==> config.mk <==
export PLATFORM = sky130hd
export DESIGN_NAME = serial_add_acc
export DESIGN_NICKNAME = d
export VERILOG_FILES = /design/src/rtl/serial_add_pkg.sv /design/src/rtl/full_adder_cell.sv /design/src/rtl/serial_add_acc.sv
export SDC_FILE = /design/constraint.sdc
export NUM_CORES = 1
export LEC_CHECK = 0
export CORE_AREA = 3 3 63 88
export DETAILED_ROUTE_END_ITERATION = 7
export DIE_AREA = 0 0 66 91
export PLACE_DENSITY = 0.72
export SETUP_SLACK_MARGIN = 0.4
export SYNTH_ARGS = -nofsm -noshare
export SYNTH_HDL_FRONTEND = slang
export SYNTH_HIERARCHICAL = 1
export SYNTH_SLANG_ARGS = --single-unit
==> constraint.sdc <==
create_clock -name clk -period 1.6 [get_ports clk]
set_clock_uncertainty 0.1 [all_clocks]
set_input_delay 0.16 -clock clk [delete_from_list [all_inputs] [get_ports clk]]
set_output_delay 0.16 -clock clk [all_outputs]
set_load 0.03 [all_outputs]
==> src/rtl/serial_add_pkg.sv <==
// Shared types and constants for the bit-serial adder/accumulator.
package serial_add_pkg;

  typedef enum logic [1:0] {
    IDLE = 2'd0,
    RUN  = 2'd1,
    DONE = 2'd2
  } state_t;

  localparam logic MODE_ADD = 1'b0;
  localparam logic MODE_ACC = 1'b1;

endpackage : serial_add_pkg

==> src/rtl/full_adder_cell.sv <==
// Single combinational full-adder cell, reused every cycle by the serial datapath.
module full_adder_cell (
  input  logic a,
  input  logic b,
  input  logic cin,
  output logic s,
  output logic cout
);

  assign s    = a ^ b ^ cin;
  assign cout = (a & b) | (cin & (a ^ b));

endmodule : full_adder_cell

==> src/rtl/serial_add_acc.sv <==
// Bit-serial W-bit adder/accumulator with start/busy/done handshake.
// Optional subtract support is enabled by defining SERIAL_ADD_SUB_EN.
module serial_add_acc
  import serial_add_pkg::*;
#(
  parameter int W = 8
) (
  input  logic         clk,
  input  logic         rst_n,
  input  logic         ena,
  input  logic         start,
  input  logic         mode,
  input  logic         clr,
  input  logic [W-1:0] a_in,
  input  logic [W-1:0] b_in,
`ifdef SERIAL_ADD_SUB_EN
  input  logic         sub,
`endif
  output logic         busy,
  output logic         done,
  output logic [W:0]   sum,
  output logic [W-1:0] acc
);

  localparam int CW = $clog2(W);

  state_t        state;
  logic [W-1:0]  a_sh;
  logic [W-1:0]  b_sh;
  logic [W-1:0]  res;
  logic          carry;
  logic [CW-1:0] cnt;
  logic          mode_q;
  logic          sub_q;
  logic          sub_start;

  logic          fa_b;
  logic          fa_s;
  logic          fa_cout;
  logic [W-1:0]  res_next;

`ifdef SERIAL_ADD_SUB_EN
  assign sub_start = sub;
`else
  assign sub_start = 1'b0;
`endif

  // Subtraction is A + ~B + 1: invert B into the cell, seed the carry with 1.
  assign fa_b     = b_sh[0] ^ sub_q;
  assign res_next = {fa_s, res[W-1:1]};

  full_adder_cell u_fa (
    .a    (a_sh[0]),
    .b    (fa_b),
    .cin  (carry),
    .s    (fa_s),
    .cout (fa_cout)
  );

  // NOTE: all state below is sequential, so it uses non-blocking assignments only;
  // blocking here would let later statements see half-updated values.
  always_ff @(posedge clk or negedge rst_n) begin
    if (!rst_n) begin
      state  <= IDLE;
      busy   <= 1'b0;
      done   <= 1'b0;
      sum    <= '0;
      acc    <= '0;
      a_sh   <= '0;
      b_sh   <= '0;
      res    <= '0;
      carry  <= 1'b0;
      cnt    <= '0;
      mode_q <= MODE_ADD;
      sub_q  <= 1'b0;
    end else if (ena) begin
      if (clr) acc <= '0;
      case (state)
        IDLE: begin
          if (start) begin
            a_sh   <= a_in;
            b_sh   <= (mode == MODE_ACC) ? (clr ? '0 : acc) : b_in;
            carry  <= sub_start;
            cnt    <= '0;
            mode_q <= mode;
            sub_q  <= sub_start;
            busy   <= 1'b1;
            state  <= RUN;
          end
        end
        RUN: begin
          a_sh  <= a_sh >> 1;
          b_sh  <= b_sh >> 1;
          carry <= fa_cout;
          res   <= res_next;
          cnt   <= cnt + CW'(1);
          if (cnt == CW'(W - 1)) begin
            state <= DONE;
            done  <= 1'b1;
            sum   <= {fa_cout, res_next};
            // A simultaneous clear takes priority over the accumulate write-back.
            if (mode_q == MODE_ACC && !clr) acc <= res_next;
          end
        end
        DONE: begin
          done  <= 1'b0;
          busy  <= 1'b0;
          state <= IDLE;
        end
        default: state <= IDLE;
      endcase
    end
  end

endmodule : serial_add_acc

==> results.json <==
{
  "fin_nets": 282,
  "p_int_uw": 2840,
  "overflow": 0,
  "place_area_um2": 2820,
  "p_seq_frac": 0.432,
  "die_x_um": 66,
  "cpPeakStageDelay_ns": 0.39,
  "r2r-start": "cnt[0]",
  "clkPwrFrac": 0.225,
  "multi_input_area_um2": 1140,
  "wl_met3_um": 219,
  "rows": 30,
  "synth_seq_cells": 49,
  "setup_viol_count_final": 17,
  "vias_per_cell": 5.59,
  "cellPowerDensity_nw_per_um2": 1240,
  "grt_pass1_wl_um": 8970,
  "htree_levels": 2,
  "wl_per_cell_um": 18.4,
  "cts_tree": "yes",
  "holdCritPathClass": "input port to register",
  "cp_top_family": "flip-flops",
  "startpoint_type": "register",
  "cts_num_sinks": 49,
  "syn_nets": 203,
  "worst_r2r_path_depth": 6,
  "seqCellArea_um2": 1230,
  "yosys.area.top_type": "dfrtp_1",
  "hpwlAfterDp_um": 3390,
  "end_kind": "register",
  "synth_area_um2": 2180,
  "max_cap_viol_count": 0,
  "drt_iter0_drc": 78,
  "cp.depth": 6,
  "drc": 0,
  "grt_pass1_vias": 1798,
  "antenna_found_initial": 0,
  "ant_nets": 0,
  "insertedDiodeCount": 0,
  "switching_share": 0.322,
  "cp_cell_sequence": "ha_2 > ha_4 > nand4b_1 > buf_6 > clkbuf_16 > mux2_4",
  "synth_top_area_frac": 0.562,
  "ys_async_sr_fraction": 1.00,
  "synth_edf_count": 0,
  "rsz0062_at_grt": "true",
  "irDropWorstVdd_uv": 1120,
  "worst_slack_ns": -0.0852,
  "crit_buf_inv": 2,
  "wirelength_um": 5910,
  "area_growth_pct": 54.5,
  "rr_endpoint": "sum[0]",
  "fillers": 321,
  "crit_arrival_ns": 1.78,
  "clockRootBuffer": "clkbuf_8",
  "clk_path_buf_depth": 2,
  "cp_max_fo": 4,
  "worstSetupPathType": "register to register",
  "worstSetupEndpoint": "sum[0]",
  "tightest_slew_ns": 0.389,
  "dr.max_layer_used": "met4",
  "synth.avg_cell_area_um2": 12.3,
  "synth_flop_cell": "dfrtp_1",
  "hold_viol": 0,
  "fmax_mhz": 593,
  "drive_above_1_share": 0.473,
  "reg2reg_slack_ns": -0.09,
  "stdcell_area_um2": 3370,
  "min_period_over_period": 1.05,
  "mostFrequentLayoutCells": "dfrtp_1 (45), buf_4 (25), clkdlybuf4s50_1 (18)",
  "cp.required_ns": 1.70,
  "port_buffers": 40,
  "switchingPower_uw": 1340,
  "wl_met2_um": 3160,
  "die_y_um": 91,
  "drt-met1-wl_um": 2380,
  "dpl_worst_slack_ns": -0.118,
  "io_pins": 41,
  "grt_usage": 0.195,
  "seq_area_frac_synth": 0.562,
  "clk_latency_ns": 0.31,
  "cts_buffers": 5,
  "yosys_warnings": 6,
  "die-area_um2": 6010,
  "vias": 1800,
  "final_common_cell": "dfrtp_1",
  "yosysUniqueCellTypes": 32,
  "grt_max_degree": 50,
  "status": "complete, but fails checks",
  "fin_crit_ns": 1.69,
  "globalplace.congestion": 0.737,
  "leakage_uw": 0.00158,
  "slew_headroom": 0.741,
  "ys_top_cells_by_area": "dfrtp_1 (56%), mux2_2 (8.3%), o21ai_0 (6.0%), o31ai_1 (3.4%), a22o_1 (3.2%)",
  "clkSlewWorstSetupHoldPaths_ns": 0.09,
  "first_pass_iters": 5,
  "cp-startpoint": "cnt[0]",
  "start_util": 0.450,
  "syn_inst": 178,
  "finalMaxSlewViolations": 0,
  "core_um2": 4840,
  "p_comb_frac": 0.343,
  "cp_slowest_cell": "dfrtp_1",
  "violations": "setup timing"
}
## synthesized netlist by cell type (all sizes together) (3+ instances only)
cell type and count:
a32o 3, a22o 8, nor2b 8, a311oi 5, o21ai 27, nor2 8, dfrtp 49, mux2 16
a21oi 3, mux2i 7, o31ai 10, inv 6, buf 8
## sequential cells by signal (all words and copies together) (netlist names)
signal,cells
sum,9
a_sh,8
acc,8
b_sh,8
res,7
cnt,3
state,2
busy,1
carry,1
done,1
mode_q,1
## worst min-delay path by stage
stage	from	to	cells past startpoint
global route	ena	state[1]	3
finish	ena	state[1]	3
floorplan	rst_n	a_sh[0]	0
global placement	rst_n	b_sh[2]	2
CTS	rst_n	b_sh[2]	3
detailed placement	rst_n	b_sh[2]	2
## stage by stage
| stage | TNS [ns] | utilization | hold slack [ns] | power [µW] | std cells |
|---|---|---|---|---|---|
| 2_1_floorplan | 0 | - | -0.236 | 2480 | 178 |
| 3_3_place_gp | -2.37 | 0.583 | 0.0650 | 2890 | 290 |
| 6_report | -0.713 | 0.696 | 0.211 | 4180 | 322 |
| 5_1_grt | -1.54 | 0.696 | 0.225 | 4370 | 322 |
| 3_5_place_dp | -2.75 | 0.583 | 0.0678 | 2930 | 290 |
| 4_1_cts | -1.11 | 0.641 | 0.272 | 4000 | 310 |
## per-layer routing
| metal | GRT usage | up-vias |
|---|---|---|
| li1 | - | 821 |
| met1 | 0.245 | 914 |
| met2 | 0.331 | 52 |
| met3 | 0.0347 | 13 |
| met4 | 0.0678 | 0 |
| met5 | 0 | - |
## final cells by class
class	count	share of cell area
well taps	64	0.0238
clock inverters	2	0.0111
inverters	6	0.00668
clock buffers	6	0.0245
multi-input cells	114	0.338
flip-flops and latches	49	0.365
repair buffers	81	0.231
## worst reg2reg max path, stage by stage, from the launching register on
cell and delay (ns):
dfrtp_1 0.39, ha_2 0.20, ha_4 0.17, nand4b_1 0.12
buf_6 0.14, clkbuf_16 0.15, mux2_4 0.30
## logic make-up (layout without fill, tap and decap cells)
group | after synthesis | after routing | synth area share
simple gates | 25 | 26 | 0.0729
mux | 23 | 23 | 0.115
fa+ha+maj | 3 | 3 | 0.0207
flops | 49 | 49 | 0.562
compound gates | 62 | 62 | 0.189
buf+inv | 16 | 95 | 0.0402
## power groups by stage
| stage | Combinational [µW] | Clock, µW | Sequential [µW] |
|---|---|---|---|
| 2_1_floorplan | 595 | 0 | 1880 |
| 3_3_place_gp | 1090 | 0 | 1790 |
| 3_5_place_dp | 1130 | 0 | 1800 |
| 4_1_cts | 1270 | 946 | 1780 |
| 5_1_grt | 1520 | 1000 | 1840 |
| 6_report | 1430 | 940 | 1810 |
## repair_timing
| item | CTS | global route |
|---|---|---|
| buffers inserted | 9 | 11 |
| resized for setup | 132 | 42 |
| hold buffers | 1 | 0 |
| hold endpoints to repair | 49 | 0 |
| setup endpoints to repair | 67 | 56 |
| cloned | 2 | 1 |
| pin swaps | 20 | 13 |
Note: power is estimated with default switching activity, not from simulation.
